==> config.mk <==
export PLATFORM = sky130hd
export DESIGN_NAME = par_bus_initiator
export DESIGN_NICKNAME = d
export VERILOG_FILES = /design/src/rtl/par_bus_initiator.sv
export SDC_FILE = /design/constraint.sdc
export NUM_CORES = 1
export LEC_CHECK = 0
export ABC_AREA = 1
export CORE_ASPECT_RATIO = 1.1
export CORE_MARGIN = 5
export CORE_UTILIZATION = 35
export CTS_BUF_LIST = sky130_fd_sc_hd__clkbuf_8 sky130_fd_sc_hd__clkbuf_16
export DETAILED_ROUTE_END_ITERATION = 8
export PLACE_DENSITY = 0.59
export SLEW_MARGIN = 20
export SYNTH_ARGS = -nofsm -noshare
export SYNTH_HDL_FRONTEND = slang
export SYNTH_SLANG_ARGS = --single-unit
==> constraint.sdc <==
create_clock -name ck -period 2.93 [get_ports ck]
set_input_delay 0.293 -clock ck [delete_from_list [all_inputs] [get_ports ck]]
set_output_delay 0.293 -clock ck [all_outputs]
set_load 0.01 [all_outputs]
==> src/rtl/par_bus_initiator.sv <==
// rtl/par_bus_initiator.sv - PAR bus initiator with command FIFO and read response port
//
// Purpose: accepts read/write commands from a local requester into a small FIFO and
// issues them one at a time as single PAR accesses. Read results (or a no-select error)
// come back on a valid/ready response port. reqRequest flags pending work for clock gating.
//
// Ports:
//   ck, arst                      clock, asynchronous active-high reset
//   cmdValid/cmdReady             command handshake (cmdReady = FIFO not full)
//   cmdWrite/cmdAddr/cmdData/cmdStrb  command payload
//   rspValid/rspReady             read response handshake
//   rspData/rspError              read data (0 on error), no-select error flag
//   parAddr/parDo/parRe/parWe     registered PAR access outputs
//   parDi/parDiSelect             PAR return data and select
//   busy                          FSM active or FIFO not empty
//   reqRequest                    busy | cmdValid
module par_bus_initiator #(
  parameter int PAR_AW       = 12,
  parameter int PAR_DW       = 32,
  parameter int PAR_WW       = PAR_DW / 8,
  parameter int FIFO_DEPTH   = 4,
  parameter int READ_LATENCY = 1
) (
  input  logic              ck,
  input  logic              arst,
  input  logic              cmdValid,
  output logic              cmdReady,
  input  logic              cmdWrite,
  input  logic [PAR_AW-1:0] cmdAddr,
  input  logic [PAR_DW-1:0] cmdData,
  input  logic [PAR_WW-1:0] cmdStrb,
  output logic              rspValid,
  input  logic              rspReady,
  output logic [PAR_DW-1:0] rspData,
  output logic              rspError,
  output logic [PAR_AW-1:0] parAddr,
  output logic [PAR_DW-1:0] parDo,
  output logic              parRe,
  output logic [PAR_WW-1:0] parWe,
  input  logic [PAR_DW-1:0] parDi,
  input  logic              parDiSelect,
  output logic              busy,
  output logic              reqRequest
);

  localparam int PW = $clog2(FIFO_DEPTH);
  localparam int CW = $clog2(FIFO_DEPTH + 1);
  localparam int EW = 1 + PAR_AW + PAR_DW + PAR_WW;

  typedef enum logic [1:0] {IDLE, ISSUE, WAIT_RD, RESP} state_t;

  logic [EW-1:0]     fifo_mem [FIFO_DEPTH];
  logic [PW-1:0]     wr_ptr_q, wr_ptr_d, rd_ptr_q, rd_ptr_d;
  logic [CW-1:0]     count_q, count_d;
  state_t            state_q, state_d;
  logic              acc_write_q, acc_write_d;
  logic [2:0]        lat_cnt_q, lat_cnt_d;
  logic [PAR_AW-1:0] par_addr_q, par_addr_d;
  logic [PAR_DW-1:0] par_do_q, par_do_d;
  logic              par_re_q, par_re_d;
  logic [PAR_WW-1:0] par_we_q, par_we_d;
  logic              rsp_valid_q, rsp_valid_d;
  logic [PAR_DW-1:0] rsp_data_q, rsp_data_d;
  logic              rsp_error_q, rsp_error_d;

  logic              push, pop, fifo_empty;
  logic              head_write;
  logic [PAR_AW-1:0] head_addr;
  logic [PAR_DW-1:0] head_data;
  logic [PAR_WW-1:0] head_strb;

  assign cmdReady   = (count_q != CW'(FIFO_DEPTH));
  assign fifo_empty = (count_q == '0);
  assign push       = cmdValid & cmdReady;
  assign {head_write, head_addr, head_data, head_strb} = fifo_mem[rd_ptr_q];

  assign busy       = (state_q != IDLE) | !fifo_empty;
  assign reqRequest = busy | cmdValid;

  assign parAddr  = par_addr_q;
  assign parDo    = par_do_q;
  assign parRe    = par_re_q;
  assign parWe    = par_we_q;
  assign rspValid = rsp_valid_q;
  assign rspData  = rsp_data_q;
  assign rspError = rsp_error_q;

  // FIFO storage needs no reset: count_q alone decides which entries are live.
  always_ff @(posedge ck) begin
    if (push) begin
      fifo_mem[wr_ptr_q] <= {cmdWrite, cmdAddr, cmdData, cmdStrb};
    end
  end

  // PAR outputs are computed for the state being entered, so they are
  // registered and aligned with that state (ISSUE/WAIT_RD) on the bus.
  always_comb begin
    state_d     = state_q;
    acc_write_d = acc_write_q;
    lat_cnt_d   = lat_cnt_q;
    par_addr_d  = '0;
    par_do_d    = '0;
    par_re_d    = 1'b0;
    par_we_d    = '0;
    rsp_valid_d = rsp_valid_q;
    rsp_data_d  = rsp_data_q;
    rsp_error_d = rsp_error_q;
    pop         = 1'b0;
    case (state_q)
      IDLE: begin
        if (!fifo_empty) begin
          pop         = 1'b1;
          acc_write_d = head_write;
          state_d     = ISSUE;
          if (!head_write) begin
            par_addr_d = head_addr;
            par_re_d   = 1'b1;
          end else if (head_strb != '0) begin
            par_addr_d = head_addr;
            par_do_d   = head_data;
            par_we_d   = head_strb;
          end
        end
      end
      ISSUE: begin
        if (acc_write_q) begin
          state_d = IDLE;
        end else begin
          state_d    = WAIT_RD;
          lat_cnt_d  = '0;
          par_addr_d = par_addr_q;
        end
      end
      WAIT_RD: begin
        if (lat_cnt_q == 3'(READ_LATENCY - 1)) begin
          rsp_valid_d = 1'b1;
          rsp_data_d  = parDiSelect ? parDi : '0;
          rsp_error_d = !parDiSelect;
          state_d     = RESP;
        end else begin
          lat_cnt_d  = lat_cnt_q + 3'd1;
          par_addr_d = par_addr_q;
        end
      end
      RESP: begin
        if (rspReady) begin
          rsp_valid_d = 1'b0;
          rsp_data_d  = '0;
          rsp_error_d = 1'b0;
          state_d     = IDLE;
        end
      end
      default: state_d = IDLE;
    endcase
    wr_ptr_d = push ? wr_ptr_q + PW'(1) : wr_ptr_q;
    rd_ptr_d = pop  ? rd_ptr_q + PW'(1) : rd_ptr_q;
    count_d  = count_q + CW'(push) - CW'(pop);
  end

  always_ff @(posedge ck or posedge arst) begin
    if (arst) begin
      state_q     <= IDLE;
      wr_ptr_q    <= '0;
      rd_ptr_q    <= '0;
      count_q     <= '0;
      acc_write_q <= 1'b0;
      lat_cnt_q   <= '0;
      par_addr_q  <= '0;
      par_do_q    <= '0;
      par_re_q    <= 1'b0;
      par_we_q    <= '0;
      rsp_valid_q <= 1'b0;
      rsp_data_q  <= '0;
      rsp_error_q <= 1'b0;
    end else begin
      state_q     <= state_d;
      wr_ptr_q    <= wr_ptr_d;
      rd_ptr_q    <= rd_ptr_d;
      count_q     <= count_d;
      acc_write_q <= acc_write_d;
      lat_cnt_q   <= lat_cnt_d;
      par_addr_q  <= par_addr_d;
      par_do_q    <= par_do_d;
      par_re_q    <= par_re_d;
      par_we_q    <= par_we_d;
      rsp_valid_q <= rsp_valid_d;
      rsp_data_q  <= rsp_data_d;
      rsp_error_q <= rsp_error_d;
    end
  end

endmodule
==> results of run 1 <==
-- worst paths after layout --
check / start / to / slack, ns
worst max-delay path: count_q[1] / reqRequest / 0.41
worst min-delay path: arst / count_q[2] / 0.06
worst max register to register: rd_ptr_q[0] / acc_write_q / 0.67
worst min register to register: parAddr[3] / parAddr[3] / 0.48
max in group asynchronous: arst / rspData[17] / 2.15
min in group ck: parDi[26] / rspData[26] / 0.33
-- sequential cells by signal, indices dropped and copies added, names as in the netlist, named ones only --
name         count
fifo_mem       196
parDo           32
rspData         32
parAddr         12
parWe            4
count_q          3
lat_cnt_q        3
rd_ptr_q         2
wr_ptr_q         2
acc_write_q      1
parRe            1
rspError         1
rspValid         1
state_q          1
-- cell families after synthesis --
group / synth area share
and+or+nand+nor: 0.121
DFF: 0.726
AOI/OAI and AO/OA: 0.0931
buffers and inverters: 0.0446
adders and majority gates: 0.0105
xor gates and xnor gates: 0.00460
-- final cells by class --
| class | count | area, um^2 |
|---|---|---|
| diodes | 1 | 2.50 |
| well taps | 426 | 533 |
| clock buffers | 36 | 856 |
| fillers | 2936 | 17600 |
| repair buffers | 193 | 1930 |
| inverters | 53 | 203 |
| flip-flops and latches | 292 | 8290 |
| clock inverters | 22 | 238 |
| multi-input cells | 538 | 2650 |
-- power by group through the flow --
stage                     sequential, uW  combinational [uW]  clock (uW)
after floorplan                     6100                2790           0
after global placement              5920                4840           0
after detailed placement            5930                4920           0
after CTS                           5860                4940        4180
after global routing                5950                5420        4350
final                               5850                4810        4070
-- layout by cell type, fill, tap and decap left out, types with 2 or more instances in the layout --
cell,count
nand3_1,12
o21ai_0,179
nor3_2,25
clkinvlp_4,2
buf_12,4
inv_2,3
nor2_4,5
clkbuf_8,4
inv_1,55
nor3_1,8
clkinv_2,6
edfxtp_1,196
clkdlybuf4s50_1,171
nor2_2,2
o21ai_1,14
buf_4,18
ha_1,8
dfrtp_1,94
nor2_1,157
a21oi_1,13
bufinv_16,5
clkbuf_16,32
nand2_1,102
xor2_1,5
-- worst max-delay path: stages, from the launching register on --
cell and delay (ns):
dfrtp_1 0.41, nor3_1 0.32, nand2_1 0.18, or2_2 0.30
clkdlybuf4s50_1 0.48
-- per-stage QoR --
stage | area, um^2 | instances | hold WS (ns)
after CTS | 14700 | 1560 | 0.0501
after floorplan | 11400 | 936 | 0.392
after global placement | 13600 | 1502 | 0.465
after detailed placement | 13600 | 1502 | 0.465
after global routing | 14700 | 1561 | 0.0844
final | 14700 | 1561 | 0.0645
-- routing by layer --
metal  share of wire  track usage
met1            0.43        0.183
met2            0.49        0.247
met3           0.067       0.0331
met4           0.013       0.0375
met5          0.0013            0
==> impl_metrics.ini, run 1 <==
[cts]
clock_latency_ns = 0.55
cts_setup_buffers = 0
clockRootBuffer = clkbuf_16
cts.repair.resized = 0
htreeDepth = 1
tritoncts = done
cts_made_buffers = 31
clock_sinks = 292
clk_pin_slew_ns = 0.06
cts-hold-fix-buffers = 0
cts_buffer_depth = 3

[worst_setup_path]
worstRegToRegCells = 6
startpoint_type = flip-flop
worstPathRequired_ns = 2.64
worstPathMaxFanout = 4
worstPathArrival_ns = 2.23
end_kind = output pin
critical_path_class = reg -> out

[min_path]
hold_path.class = in -> async

[timing]
setup_violations = 0
grt_setup_unrepaired = no
fin_skew_ns = 0.00978
max_freq_mhz = 397
hold_violations = 0
tightestPinTransition_ns = 0.659
finalWorstSetupSlack_ns = 0.411
slew_violations = 0
finalCritPeriodShare = 0.860
period_minus_slack_ns = 2.52
final.setup.tns_ns = 0
relSlewSlack = 0.560

[place]
globalplace.congestion = 0.763
port_buffers = 171
hpwl_um = 16200
post-place-ws_ns = 0.626

[route]
wl_um = 26300
routed_via_density = 4.70
drt_iter0_markers = 370
drt_first_pass_iters = 6
wl_per_cell_um = 16.9
drc = 0
ant_nets = 0
routed-via-count = 7339

[pwr]
combPwrFrac = 0.326
swShare = 0.331
p_seq_frac = 0.397
pwr_density_cell_nw_per_um2 = 1000
power_uw = 14700
p_leak_uw = 0.00563
peakVddDrop_v = 0.000604
clkPwrFrac = 0.276
internal_power_uw = 9850
p_switching_uw = 4870

[yosys]
synth_edf_count = 196
synth_cells = 936
syn_area_per_cell_um2 = 12.2
synth_common_cells = edfxtp_1 (196), o21ai_0 (179), nor2_1 (161), nand2_1 (102), dfrtp_1 (96)
ys_seq_area_frac = 0.726
synthTopCellsByArea = edfxtp_1 (52%), dfrtp_1 (21%), o21ai_0 (7.8%), nor2_1 (5.3%), nand2_1 (3.4%)
ys_async_sr_fraction = 0.329
yosys_warnings = 0
synth_cell_types = 29
synth.largest_area_cell = edfxtp_1
synth-seq-cells = 292
synth_top_flop_cell = edfxtp_1
synth.top_cell.area_share = 0.515
synth_most_common_cell = edfxtp_1
synth_nets = 1031
syn-cell-area_um2 = 11400

[die]
die_w_um = 182
rows = 69
num_io_pins = 172
core_um2 = 32300
die_h_um = 199
die_area_um2 = 36300
start_util = 0.354

[grt]
grt_antenna_before_repair = 3
grt_pass1_wl_um = 41500
grt_overflow_total = 0
first_global_vias = 7482
grt_max_degree = 101
grt.total_usage = 0.143

[finish]
synthToLayoutAreaGrowth_pct = 28.8
drive_gt1_frac = 0.102
fin_nets = 1204
final_core_util = 0.455

[outcome]
status = complete, no violations

[job]
maxCapViolCount = 0
(Power assumes the default switching activity.)
==> run 2: changes to the inputs <==
--- a/config.mk
+++ b/config.mk
@@ -12,7 +12,7 @@
 export CTS_BUF_LIST = sky130_fd_sc_hd__clkbuf_8 sky130_fd_sc_hd__clkbuf_16
 export DETAILED_ROUTE_END_ITERATION = 8
 export PLACE_DENSITY = 0.59
-export SLEW_MARGIN = 20
+export SKIP_LAST_GASP = 1
 export SYNTH_ARGS = -nofsm -noshare
 export SYNTH_HDL_FRONTEND = slang
 export SYNTH_SLANG_ARGS = --single-unit
==> results of run 2 <==
Same layout as run 1: the final DEF is identical, and so are final timing and power.
